$ cat src/rtl/credit_input_buffer_if.sv
// Receive-side credit link bundle between an upstream router output and a
// credit_input_buffer. The master side drives the flit and the pop request;
// the slave side (the buffer) returns head flit, occupancy, credit and error.
//
// Handshake semantics: valid_i marks a flit that upstream sends only while it
// holds a credit, so there is no ready signal; rd_i pops the head flit in the
// cycle it is high when valid_o is high; each accepted pop returns exactly one
// credit_o pulse on the following cycle.
interface credit_input_buffer_if #(
    parameter int DATA_W = 34,
    parameter int CNT_W  = 3
);
    logic              valid_i;
    logic [DATA_W-1:0] data_i;
    logic              rd_i;
    logic              valid_o;
    logic [DATA_W-1:0] data_o;
    logic              credit_o;
    logic [CNT_W-1:0]  count_o;
    logic              overflow_o;

    modport master (
        output valid_i, data_i, rd_i,
        input  valid_o, data_o, credit_o, count_o, overflow_o
    );

    modport slave (
        input  valid_i, data_i, rd_i,
        output valid_o, data_o, credit_o, count_o, overflow_o
    );
endinterface

$ cat src/rtl/credit_input_buffer.sv
// Router input-port buffer on the receive end of a credit link. Flits are held
// in a DEPTH-entry circular FIFO presented first-word-fall-through, and every
// dequeued flit returns one credit pulse upstream one cycle after the pop, so
// credits handed back can never outrun the slots actually freed.
module credit_input_buffer #(
    parameter int DATA_W = 34,
    parameter int DEPTH  = 5,
    parameter int CNT_W  = 3
) (
    input  logic                  clk,
    input  logic                  rst,
    credit_input_buffer_if.slave  bus
);
    localparam int PTR_W = (DEPTH > 1) ? $clog2(DEPTH) : 1;
    localparam logic [PTR_W-1:0] LP_LAST  = PTR_W'(DEPTH - 1);
    localparam logic [CNT_W-1:0] LP_DEPTH = CNT_W'(DEPTH);

    logic [DATA_W-1:0] r_mem [DEPTH];
    logic [PTR_W-1:0]  r_wr_ptr;
    logic [PTR_W-1:0]  r_rd_ptr;
    logic [CNT_W-1:0]  r_count;
    logic              r_credit;
    logic              r_overflow;

    logic w_full;
    logic w_empty;
    logic w_pop;
    logic w_push;
    logic w_overflow;

    // A full buffer still accepts a write when the head leaves in the same cycle.
    always_comb begin
        w_full     = (r_count == LP_DEPTH);
        w_empty    = (r_count == '0);
        w_pop      = bus.rd_i & ~w_empty;
        w_push     = bus.valid_i & (~w_full | w_pop);
        w_overflow = bus.valid_i & w_full & ~w_pop;
    end

    // Pointers, occupancy, credit return and sticky overflow; reset drops all flits silently.
    always_ff @(posedge clk) begin
        if (rst) begin
            r_wr_ptr   <= '0;
            r_rd_ptr   <= '0;
            r_count    <= '0;
            r_credit   <= 1'b0;
            r_overflow <= 1'b0;
        end else begin
            if (w_push) begin
                r_wr_ptr <= (r_wr_ptr == LP_LAST) ? '0 : r_wr_ptr + PTR_W'(1);
            end
            if (w_pop) begin
                r_rd_ptr <= (r_rd_ptr == LP_LAST) ? '0 : r_rd_ptr + PTR_W'(1);
            end
            case ({w_push, w_pop})
                2'b10:   r_count <= r_count + CNT_W'(1);
                2'b01:   r_count <= r_count - CNT_W'(1);
                default: r_count <= r_count;
            endcase
            r_credit <= w_pop;
            if (w_overflow) begin
                r_overflow <= 1'b1;
            end
        end
    end

    // Flit storage is never cleared; stale entries are hidden behind valid_o.
    always_ff @(posedge clk) begin
        if (w_push && !rst) begin
            r_mem[r_wr_ptr] <= bus.data_i;
        end
    end

    assign bus.valid_o    = ~w_empty;
    assign bus.data_o     = r_mem[r_rd_ptr];
    assign bus.credit_o   = r_credit;
    assign bus.count_o    = r_count;
    assign bus.overflow_o = r_overflow;
endmodule

$ cat src/flat_wrapper.sv
// flat-port wrapper written by rule: the top's interface ports become plain ports
module credit_input_buffer_flat 
#(
    parameter int DATA_W = 34,
    parameter int DEPTH  = 5,
    parameter int CNT_W  = 3
)
  (clk, rst, bus_valid_i, bus_data_i, bus_rd_i, bus_valid_o, bus_data_o, bus_credit_o, bus_count_o, bus_overflow_o);
  credit_input_buffer_if #(.DATA_W(DATA_W), .CNT_W(CNT_W)) bus_i ();
  input  logic clk;
  input  logic rst;
  input wire logic [$bits(bus_i.valid_i)-1:0] bus_valid_i;
  input wire logic [$bits(bus_i.data_i)-1:0] bus_data_i;
  input wire logic [$bits(bus_i.rd_i)-1:0] bus_rd_i;
  output wire logic [$bits(bus_i.valid_o)-1:0] bus_valid_o;
  output wire logic [$bits(bus_i.data_o)-1:0] bus_data_o;
  output wire logic [$bits(bus_i.credit_o)-1:0] bus_credit_o;
  output wire logic [$bits(bus_i.count_o)-1:0] bus_count_o;
  output wire logic [$bits(bus_i.overflow_o)-1:0] bus_overflow_o;
  assign bus_i.valid_i = bus_valid_i;
  assign bus_i.data_i = bus_data_i;
  assign bus_i.rd_i = bus_rd_i;
  assign bus_valid_o = bus_i.valid_o;
  assign bus_data_o = bus_i.data_o;
  assign bus_credit_o = bus_i.credit_o;
  assign bus_count_o = bus_i.count_o;
  assign bus_overflow_o = bus_i.overflow_o;
  credit_input_buffer #(.DATA_W(DATA_W), .DEPTH(DEPTH), .CNT_W(CNT_W)) u_core (.clk(clk), .rst(rst), .bus(bus_i));
endmodule
$ cat config.mk
export PLATFORM = sky130hd
export DESIGN_NAME = credit_input_buffer_flat
export DESIGN_NICKNAME = d
export VERILOG_FILES = /design/src/rtl/credit_input_buffer_if.sv /design/src/rtl/credit_input_buffer.sv /design/src/flat_wrapper.sv
export SDC_FILE = /design/constraint.sdc
export NUM_CORES = 1
export LEC_CHECK = 0
export ABC_AREA = 0
export CAP_MARGIN = 10
export CELL_PAD_IN_SITES_DETAIL_PLACEMENT = 1
export CELL_PAD_IN_SITES_GLOBAL_PLACEMENT = 1
export CORE_MARGIN = 2
export CORE_UTILIZATION = 47
export CTS_BUF_LIST = sky130_fd_sc_hd__clkbuf_8
export DETAILED_ROUTE_END_ITERATION = 10
export PLACE_DENSITY = 0.83
export REMOVE_ABC_BUFFERS = 1
export SYNTH_ARGS = -nofsm -noshare
export SYNTH_HDL_FRONTEND = slang
export SYNTH_SLANG_ARGS = --single-unit
$ cat constraint.sdc
create_clock -name clk -period 7.5 [get_ports clk]
set_clock_uncertainty 0.1 [all_clocks]
set_input_delay 1.125 -clock clk [delete_from_list [all_inputs] [get_ports clk]]
set_output_delay 1.125 -clock clk [all_outputs]
set_load 0.02 [all_outputs]
# Word-level counts from Yosys, hierarchy flattened
# Memories as Yosys holds them, arrays and structs flattened. A register that Yosys moved wholly into a read port is not among the register bits.
# Index checks and enable logic that the tools add are counted.
[op_classes] n_eq_ne=5 muxes=7 n_bitwise=8 n_addsub=4 reduce_logical=4
[op_table] cell="$mux 3" n=4
[op_table] cell="$add 3x1->3 const B" n=3
[op_table] cell="$eq 3x3->1 const B" n=3
[op_table] cell="$pmux 3 s2" n=1
[op_table] cell="$and 1x1->1" n=4
[op_table] cell="$logic_not 3->1" n=1
[op_table] cell="$not 1->1" n=3
[op_table] cell="$sub 3x1->3 const B" n=1
[op_table] cell="$eq 2x1->1 const B" n=1
[op_table] cell="$eq 2x2->1 const B" n=1
[op_table] cell="$mux 1" n=2
[op_table] cell="$reduce_bool 2->1" n=1
[op_table] cell="$logic_and 1x1->1" n=1
[op_table] cell="$logic_not 1->1" n=1
[op_table] cell="$or 1x1->1" n=1
[word_totals] reg_bits=11 output_inout_bits=40 elab_cells=34 memories=1 mem_bits_rw=170 in_bits=38
[memory_table] memory="u_core.r_mem" depth=5 width=34 rd=1 rd_ports_with_merged_regs=1 write_ports=1 line="credit_input_buffer.sv:18" text="logic [DATA_W-1:0] r_mem [DEPTH];"

# Longest topological paths before layout
# Gate-level depths: netlist of run 1.
[logic_depth] depth_word=8 depth_mapped=7 depth_no_buf=6

# Worst setup path before layout of run 1
# No wires, ideal clock.
[synth_timing] kind="input to register" start="in bus_rd_i" end="mem u_core.r_mem[4][0] (enable)" slack_ns=2.045 arrival_ns=4.845 required_time_ns=6.890 stages=3 n_path_buf=0 setup_ns=0.510 cell_sequence="and4bb_2 -> nand2b_4 -> nor4_1"
[synth_via] elab_chain_cells=6
[synth_lines] item="start, declared" line="flat_wrapper.sv:14" text="input wire logic [$bits(bus_i.rd_i)-1:0] bus_rd_i;"
[synth_lines] item="$and 1x1->1" line="credit_input_buffer.sv:35" text="w_pop = bus.rd_i & ~w_empty;"
[synth_lines] item="$or 1x1->1" line="credit_input_buffer.sv:36" text="w_push = bus.valid_i & (~w_full | w_pop);"
[synth_lines] item="$and 1x1->1" line="credit_input_buffer.sv:36"
[synth_lines] item="$logic_and 1x1->1" line="credit_input_buffer.sv:69" text="if (w_push && !rst) begin"
[synth_lines] item="$mux 1" line="credit_input_buffer.sv:69"
[synth_lines] item="$mux 1 (implied by the code)" line="credit_input_buffer.sv:70" text="r_mem[r_wr_ptr] <= bus.data_i;"
[synth_lines] item="end, declared" line="credit_input_buffer.sv:18"
# Every way passes these cells.

==> results.json, run 1 <==
{
  "ys_seq_elements": 184,
  "dieArea_sq_um": 16070,
  "cp-start-kind": "flip-flop",
  "num_antenna_cells": 0,
  "grt.total_usage_pct": 19.31,
  "crit_fanout": 34,
  "synth_top_area_cell": "edfxtp_1",
  "coreArea_sq_um": 14640,
  "finalSetupViolations": 0,
  "async_flop_share_pct": 0,
  "grt_pass1_vias": 3919,
  "fin_crit_ns": 3.998,
  "timing.slew.headroom_pct": 37.16,
  "die_w_um": 126.8,
  "syn_area_per_cell_sq_um": 20.95,
  "ios": 78,
  "fmax_mhz": 250.1,
  "grt_pass1_wl_um": 22690,
  "n_fill_cell": 1292,
  "synth_edf_count": 170,
  "finalHoldViolCount": 0,
  "synth_cell_type_count": 39,
  "clockBufferDepth": 2,
  "power_leakage_nw": 2.688,
  "powerDensity_nw_per_um2": 265.4,
  "finalMaxSlewViolations": 0,
  "viasPerCell": 5.599,
  "portBuffers": 77,
  "ys_seq_area_share_pct": 76.04,
  "setup-tns-final_ns": 0,
  "post_cts_buffers": 0,
  "drive_gt1_share_pct": 27.92,
  "ctsResizeCount": 0,
  "clkLatencyLatePin_ns": 0.45,
  "hold_path.class": "reg -> reg",
  "antenna_found_initial": 1,
  "synth_top_area_share_pct": 72.08,
  "cts-root-buf": "clkbuf_8",
  "critPathCaptureType": "primary output",
  "tightest_slew_ns": 0.9426,
  "cp_data_arrival_time_ns": 2.77,
  "hp-start": "u_core.bus.overflow_o",
  "firstDrtPassIters": 4,
  "dieHeight_um": 126.8,
  "cts.clk_slew.worst_paths_ns": 0.09,
  "dpl_cell_area_sq_um": 8087,
  "drt_iter0_markers": 342,
  "worstHoldPathCells": 2,
  "ir_drop_mv": 0.1305,
  "r2r_setup_slack_ns": 4.80,
  "final_nets": 467,
  "ys_warn_count": 0,
  "ys.flop_type": "edfxtp_1",
  "holdPathEnd": "u_core.bus.overflow_o",
  "synthTopCellsByArea": "edfxtp_1 72%, mux4_2 11%, mux2_2 5.4%",
  "worst_r2r_startpoint": "u_core.bus.count_o[1]",
  "fp-row-count": 44,
  "cts-buffers-inserted": 17,
  "area_delta_synth_final_pct": 20.67,
  "hold_ws_ns": 0.3863,
  "multi_input_area_sq_um": 1618,
  "required_ns": 6.27,
  "htreeDepth": 4,
  "synth_cells": 338,
  "critPathKind": "reg -> out",
  "remaining_drc_errors": 0,
  "seqCellArea_sq_um": 5389,
  "reg2reg_depth": 5,
  "syn_area_sq_um": 7082,
  "finalWirelength_um": 14400,
  "fin_area_sq_um": 8546,
  "cts_tree": "built",
  "fin_crit_sh_pct": 53.31,
  "dp_hpwl_um": 9005,
  "r2r-end": "u_core.r_mem[2][9]",
  "max-cap-violations": 0,
  "place.gp.congestion": 0.7846,
  "cts_hold_buf": 0,
  "status": "finished, final reports clean",
  "clock_sinks": 184,
  "start_util_pct": 48.36,
  "overflow": 0,
  "wl_per_cell_um": 23.19,
  "rsz0062_at_grt": "false",
  "antenna_left": 0,
  "num_vias": 3477,
  "grt_start_max_net_pins": 35
}
## placed cells by master (no fill, tap or decap), types with 7 or more instances in the layout
master | synthesis | routed
clkbuf_8 | 0 | 17
dfxtp_1 | 14 | 11
mux2_2 | 34 | 34
inv_1 | 7 | 8
clkdlybuf4s50_1 | 0 | 77
mux4_2 | 34 | 34
nor2_1 | 8 | 8
buf_4 | 0 | 7
edfxtp_1 | 170 | 170
a21oi_1 | 9 | 9
## power by group
group          switching (mW)  internal (mW)
logic                   0.168          0.184
registers              0.0246           1.15
clock network           0.345          0.399
## state kept, by name, summed over array words and instances, names as in the netlist, named ones only
signal,flops
u_core.r_rd_ptr,3
u_core.bus.count_o,3
u_core.bus.credit_o,1
u_core.bus.overflow_o,1
u_core.r_wr_ptr,3
u_core.r_mem,170
## area by class of cell
class / count / area share (%)
repair buffers: 84 / 9.634
flip-flops and latches: 184 / 63.06
clock inverters: 15 / 2.635
inverters: 7 / 0.3075
clock buffers: 17 / 2.738
multi-input cells: 130 / 18.93
well taps: 184 / 2.694
## cell families after synthesis
logic type | synth area share, %
AO/OA/AOI/OAI | 2.156
XOR/XNOR | 0.1237
adder cells (fa/ha/maj) | 0.9894
buffers and inverters | 1.484
flip-flops | 76.04
multiplexers | 16.36
AND/OR/NAND/NOR | 2.845
## Yosys cell counts (all sizes together) (5+ instances only)
cell type    n
a21oi        9
buf          8
clkbuf       9
dfxtp       14
edfxtp     170
inv          7
mux2        34
mux4        34
nand2        5
nor2         8
nor3         5
## worst max path at each step
stage,to,slack [ns],start,depth (start not counted)
3_3_place_gp,u_core.r_mem[2][20],3.48,bus_rd_i,6
5_1_grt,bus_data_o[12],3.32,flip-flop,4
3_5_place_dp,u_core.r_mem[2][20],3.31,bus_rd_i,6
6_report,bus_data_o[1],3.50,flip-flop,4
4_1_cts,bus_data_o[1],3.42,flip-flop,4
2_1_floorplan,u_core.r_mem[4][0],2.06,bus_rd_i,3
## metal layers
metal / part of all wire, % / vias up / wire [um] / track usage (%)
met4: 2.2 / 2 / 312 / 7.757
met3: 5.0 / 23 / 716 / 4.850
met2: 53 / 108 / 7611 / 33.10
li1: - / 1535 / - / -
met5: 0.076 / - / 11 / 0
met1: 40 / 1809 / 5750 / 23.72
## metrics by stage
stage	total power [mW]	std cells	utilization, %	setup slack [ns]
2_1_floorplan	1.395	321	-	2.059
3_3_place_gp	1.536	589	55.22	3.477
3_5_place_dp	1.550	589	55.22	3.312
4_1_cts	2.288	621	58.36	3.416
5_1_grt	2.346	621	58.36	3.321
6_report	2.268	621	58.36	3.502
## critical path, stage by stage, from the launching register on
cell	delay, ns
dfxtp_2	0.32
buf_4	0.55
mux4_2	0.60
mux2_2	0.30
clkdlybuf4s50_1	0.55
(Power assumes the default switching activity.)
==> run 2: changes to the inputs <==
==> constraint.sdc (replaced) <==
create_clock -name clk -period 3.8 [get_ports clk]
set_clock_uncertainty 0.1 [all_clocks]
set_input_delay 0.57 -clock clk [delete_from_list [all_inputs] [get_ports clk]]
set_output_delay 0.57 -clock clk [all_outputs]
set_load 0.02 [all_outputs]
==> run 2 against run 1 <==
Non-clock buffer count rose by 7. First-iteration DRC count fell by 35%. Worst hold slack improved by 0.014 ns. Die area did not move. Utilization rose by 0.34 points. Setup slack got worse by 3.0 ns. Sequential share of layout area fell by 0.37 points. Clock power rose by 81%.
==> results.json, run 2 (synthesized netlist as in run 1, its figures left out) <==
{
  "antenna_left": 0,
  "viasPerCell": 5.530,
  "portBuffers": 77,
  "cts_tree": "built",
  "post_cts_buffers": 0,
  "cts-root-buf": "clkbuf_8",
  "antenna_found_initial": 0,
  "grt_pass1_wl_um": 22200,
  "cp_data_arrival_time_ns": 2.66,
  "status": "finished, final reports clean",
  "dp_hpwl_um": 8937,
  "clockBufferDepth": 2,
  "cts.clk_slew.worst_paths_ns": 0.09,
  "rsz0062_at_grt": "false",
  "critPathKind": "reg -> out",
  "fin_crit_ns": 3.329,
  "htreeDepth": 4,
  "die_w_um": 126.8,
  "wl_per_cell_um": 22.47,
  "finalSetupViolations": 0,
  "place.gp.congestion": 0.7688,
  "instances_no_fill": 628,
  "finalWorstSetupSlack_ns": 0.4710,
  "final_cell_mix": "170 x edfxtp_1, 77 x clkdlybuf4s50_1, 34 x mux4_2, 34 x mux2_2, 17 x clkbuf_8",
  "hold_ws_ns": 0.4008,
  "required_ns": 3.13,
  "n_fill_cell": 1273,
  "crit_fanout": 28,
  "finalMaxSlewViolations": 0,
  "grt.total_usage_pct": 18.94,
  "ir_drop_mv": 0.2359,
  "cp-start-kind": "flip-flop",
  "max-cap-violations": 0,
  "grt_pass1_vias": 3869,
  "tightest_slew_ns": 0.9518,
  "clkLatencyLatePin_ns": 0.45,
  "ctsResizeCount": 0,
  "remaining_drc_errors": 0,
  "area_delta_synth_final_pct": 21.38,
  "cts-buffers-inserted": 17,
  "layout_commonest_cell": "edfxtp_1",
  "drt_iter0_markers": 222,
  "dieHeight_um": 126.8,
  "finalWirelength_um": 14110,
  "hold_path.class": "reg -> reg",
  "timing.slew.headroom_pct": 36.55,
  "dp_cells": 596,
  "num_antenna_cells": 0,
  "critPathCaptureType": "primary output",
  "largest_reg_flops": 170,
  "powerDensity_nw_per_um2": 508.3,
  "fin_crit_sh_pct": 87.60,
  "regMostFlops": "u_core.r_mem",
  "fp-row-count": 44,
  "start_util_pct": 48.36,
  "ios": 78,
  "num_vias": 3473,
  "drive_gt1_share_pct": 28.38,
  "fmax_mhz": 300.4,
  "firstDrtPassIters": 4,
  "grt_start_max_net_pins": 35,
  "finalHoldViolCount": 0,
  "overflow": 0,
  "coreArea_sq_um": 14640,
  "dieArea_sq_um": 16070,
  "cts_hold_buf": 0,
  "power_leakage_nw": 2.712,
  "clock_sinks": 184,
  "final_nets": 474,
  "place_ws_ns": 0.5929
}
## run 2: critical path, cell delays in order (launching register included)
cell and delay [ns]:
dfxtp_2 0.51, buf_12 0.30, mux4_2 0.58, mux2_2 0.29, clkdlybuf4s50_1 0.54
## run 2: path summary, 6_finish.rpt
path | cells past startpoint | slack, ns | startpoint | endpoint
max | 4 | 0.47 | flip-flop | bus_data_o[27]
min | 2 | 0.40 | u_core.bus.overflow_o | u_core.bus.overflow_o
max reg2reg | 5 | 1.49 | u_core.bus.count_o[2] | u_core.r_mem[1][29]
min reg2reg | 2 | 0.40 | u_core.bus.overflow_o | u_core.bus.overflow_o
## run 2: metrics by stage
stage               area [sq um]  setup TNS, ns  total power, mW  util (%)
floorplan                   7003        -100.00            2.754         -
global placement            8177              0            3.046     55.84
detailed placement          8177              0            3.068     55.84
CTS                         8596              0            4.415     58.70
global route                8596              0            4.531     58.70
finish                      8596              0            4.369     58.70
## run 2: power breakdown
group	internal, mW	leakage, nW	switching [mW]	total, mW
clock	0.705	0.201	0.646	1.35
combinational	0.376	0.854	0.327	0.703
sequential	2.26	1.66	0.0501	2.32
## run 2: layer usage
layer	track usage, %	wire length [um]
met3	4.892	503
met4	6.206	116
met2	32.05	7511
met1	24.19	5978
met5	0	0
## run 2: cell type report
class / count / area [sq um] / area share [%]
Multi-Input combinational cell: 130 / 1618 / 18.82
Inverter: 7 / 26.28 / 0.3057
Clock buffer: 17 / 234.0 / 2.722
Timing Repair Buffer: 91 / 913.4 / 10.63
Sequential cell: 184 / 5389 / 62.69
Clock inverter: 15 / 185.2 / 2.154
Tap cell: 184 / 230.2 / 2.678
==> run 3: changes to the inputs <==
--- a/config.mk
+++ b/config.mk
@@ -13,7 +13,7 @@
 export CORE_UTILIZATION = 47
 export CTS_BUF_LIST = sky130_fd_sc_hd__clkbuf_8
 export DETAILED_ROUTE_END_ITERATION = 10
-export PLACE_DENSITY = 0.83
+export PLACE_DENSITY = 0.82
 export REMOVE_ABC_BUFFERS = 1
 export SYNTH_ARGS = -nofsm -noshare
 export SYNTH_HDL_FRONTEND = slang
==> run 3 against run 2 <==
Final area decreased by 1.2%. Setup slack worse by 0.082 ns. Register-to-register slack worse by 0.13 ns. Worst hold slack improved by 0.0078 ns. First-iteration DRC count down 1.4%. Fmax fell by 2.4%. Clock power down 13%. Largest cell class unchanged.
==> results.json, run 3 (synthesized netlist as in run 1, its figures left out) <==
{
  "remaining_drc_errors": 0,
  "finalSetupViolations": 0,
  "post_cts_buffers": 0,
  "regMostFlops": "u_core.r_mem",
  "htreeDepth": 4,
  "dp_hpwl_um": 9122,
  "drt_iter0_markers": 219,
  "grt_start_max_net_pins": 35,
  "num_vias": 3496,
  "fin_area_sq_um": 8492,
  "powerDensity_nw_per_um2": 493.1,
  "cts-root-buf": "clkbuf_8",
  "dieArea_sq_um": 16070,
  "grt_pass1_wl_um": 22040,
  "crit_fanout": 24,
  "cts_tree": "built",
  "cp_slowest_cell": "dfxtp_2",
  "clockBufferDepth": 2,
  "coreArea_sq_um": 14640,
  "cp_slowest_stage_delay_ns": 0.61,
  "instances_no_fill": 627,
  "antenna_found_initial": 0,
  "area_delta_synth_final_pct": 19.91,
  "ios": 78,
  "ctsResizeCount": 0,
  "max-cap-violations": 0,
  "dp_cells": 595,
  "multi_input_area_sq_um": 1618,
  "place.gp.congestion": 0.7636,
  "grt.total_usage_pct": 18.56,
  "final_nets": 473,
  "viasPerCell": 5.576,
  "ir_drop_mv": 0.2732,
  "clock_sinks": 184,
  "total_power_mw": 4.187,
  "power_leakage_nw": 2.681,
  "cp_data_arrival_time_ns": 2.74,
  "fmax_mhz": 293.1,
  "fin_crit_sh_pct": 89.77,
  "dieHeight_um": 126.8,
  "rsz0062_at_grt": "false",
  "finalWirelength_um": 14110,
  "dpl_cell_area_sq_um": 8144,
  "portBuffers": 77,
  "num_antenna_cells": 0,
  "finalMaxSlewViolations": 0,
  "path_cells": "buf_12, mux4_2, mux2_2, clkdlybuf4s50_1",
  "clkLatencyLatePin_ns": 0.46,
  "drive_gt1_share_pct": 28.22,
  "hold_path.class": "reg -> reg",
  "firstDrtPassIters": 4,
  "largest_reg_flops": 170,
  "timing.slew.headroom_pct": 35.55,
  "tightest_slew_ns": 0.9667,
  "layout_commonest_cell": "edfxtp_1",
  "antenna_left": 0,
  "start_util_pct": 48.36,
  "final_cell_mix": "170 x edfxtp_1, 77 x clkdlybuf4s50_1, 34 x mux4_2, 34 x mux2_2, 17 x clkbuf_8",
  "overflow": 0,
  "critPathCaptureType": "primary output",
  "wl_per_cell_um": 22.51,
  "cts.clk_slew.worst_paths_ns": 0.09,
  "required_ns": 3.13,
  "cp-start-kind": "flip-flop",
  "cts_hold_buf": 0,
  "finalHoldViolCount": 0,
  "cts-buffers-inserted": 17,
  "fin_crit_ns": 3.411,
  "critPathKind": "reg -> out",
  "n_fill_cell": 1289,
  "die_w_um": 126.8,
  "fp-row-count": 44,
  "grt_pass1_vias": 3905,
  "status": "finished, final reports clean",
  "seqCellArea_sq_um": 5389
}
## run 3: cell types whose count changed in the layout (fill, tap and decap cells not counted)
cell / before / now
buf_12: 3 / 1
buf_4: 11 / 12
bufinv_16: 4 / 1
clkinv_1: 3 / 1
clkinv_2: 1 / 4
clkinv_4: 2 / 1
clkinvlp_2: 1 / 0
inv_1: 8 / 10
inv_6: 0 / 2
## run 3: metrics by stage
stage | TNS, ns | utilization, % | setup WS [ns] | hold WS (ns)
3_3_place_gp | 0 | 55.61 | 0.7519 | 0.3760
5_1_grt | 0 | 57.99 | 0.2441 | 0.4649
3_5_place_dp | 0 | 55.61 | 0.5965 | 0.3887
6_report | 0 | 57.99 | 0.3886 | 0.4087
4_1_cts | 0 | 57.99 | 0.3123 | 0.4090
2_1_floorplan | -100.00 | - | -1.086 | 0.3654
## run 3: worst paths after layout
check,startpoint,end,slack (ns),depth (start not counted)
worst max-delay path,flip-flop,bus_data_o[13],0.39,4
worst min-delay path,u_core.bus.overflow_o,u_core.bus.overflow_o,0.41,2
worst max register to register,u_core.bus.count_o[1],u_core.r_mem[1][24],1.36,5
worst min register to register,u_core.bus.overflow_o,u_core.bus.overflow_o,0.41,2
## run 3: power by group
| group | internal [mW] | total [mW] | switching [mW] | leakage, nW |
|---|---|---|---|---|
| combinational | 0.372 | 0.689 | 0.317 | 0.842 |
| sequential | 2.27 | 2.33 | 0.0607 | 1.66 |
| clock | 0.507 | 1.17 | 0.665 | 0.183 |
| total | 3.14 | 4.19 | 1.04 | 2.68 |
## run 3: layout make-up
| type | instances | area share (%) |
|---|---|---|
| multi-input combinational | 130 | 19.05 |
| inverter | 7 | 0.3094 |
| tap | 184 | 2.711 |
| sequential | 184 | 63.46 |
| clock buffer | 17 | 2.755 |
| clock inverter | 15 | 1.341 |
| timing repair buffer | 90 | 10.37 |
## run 3: per-layer routing
metal	vias to the layer above	routed length [um]	track usage, %
met3	17	729	4.429
met4	0	238	6.723
li1	1552	-	-
met2	110	7284	30.87
met1	1817	5862	24.16
met5	-	0	0
## run 3: critical path: cells and delay by family (launching register included)
kind	cells	cell delay, ns
flip-flops	1	0.61
multiplexers	2	0.83
buffers and inverters	2	0.82
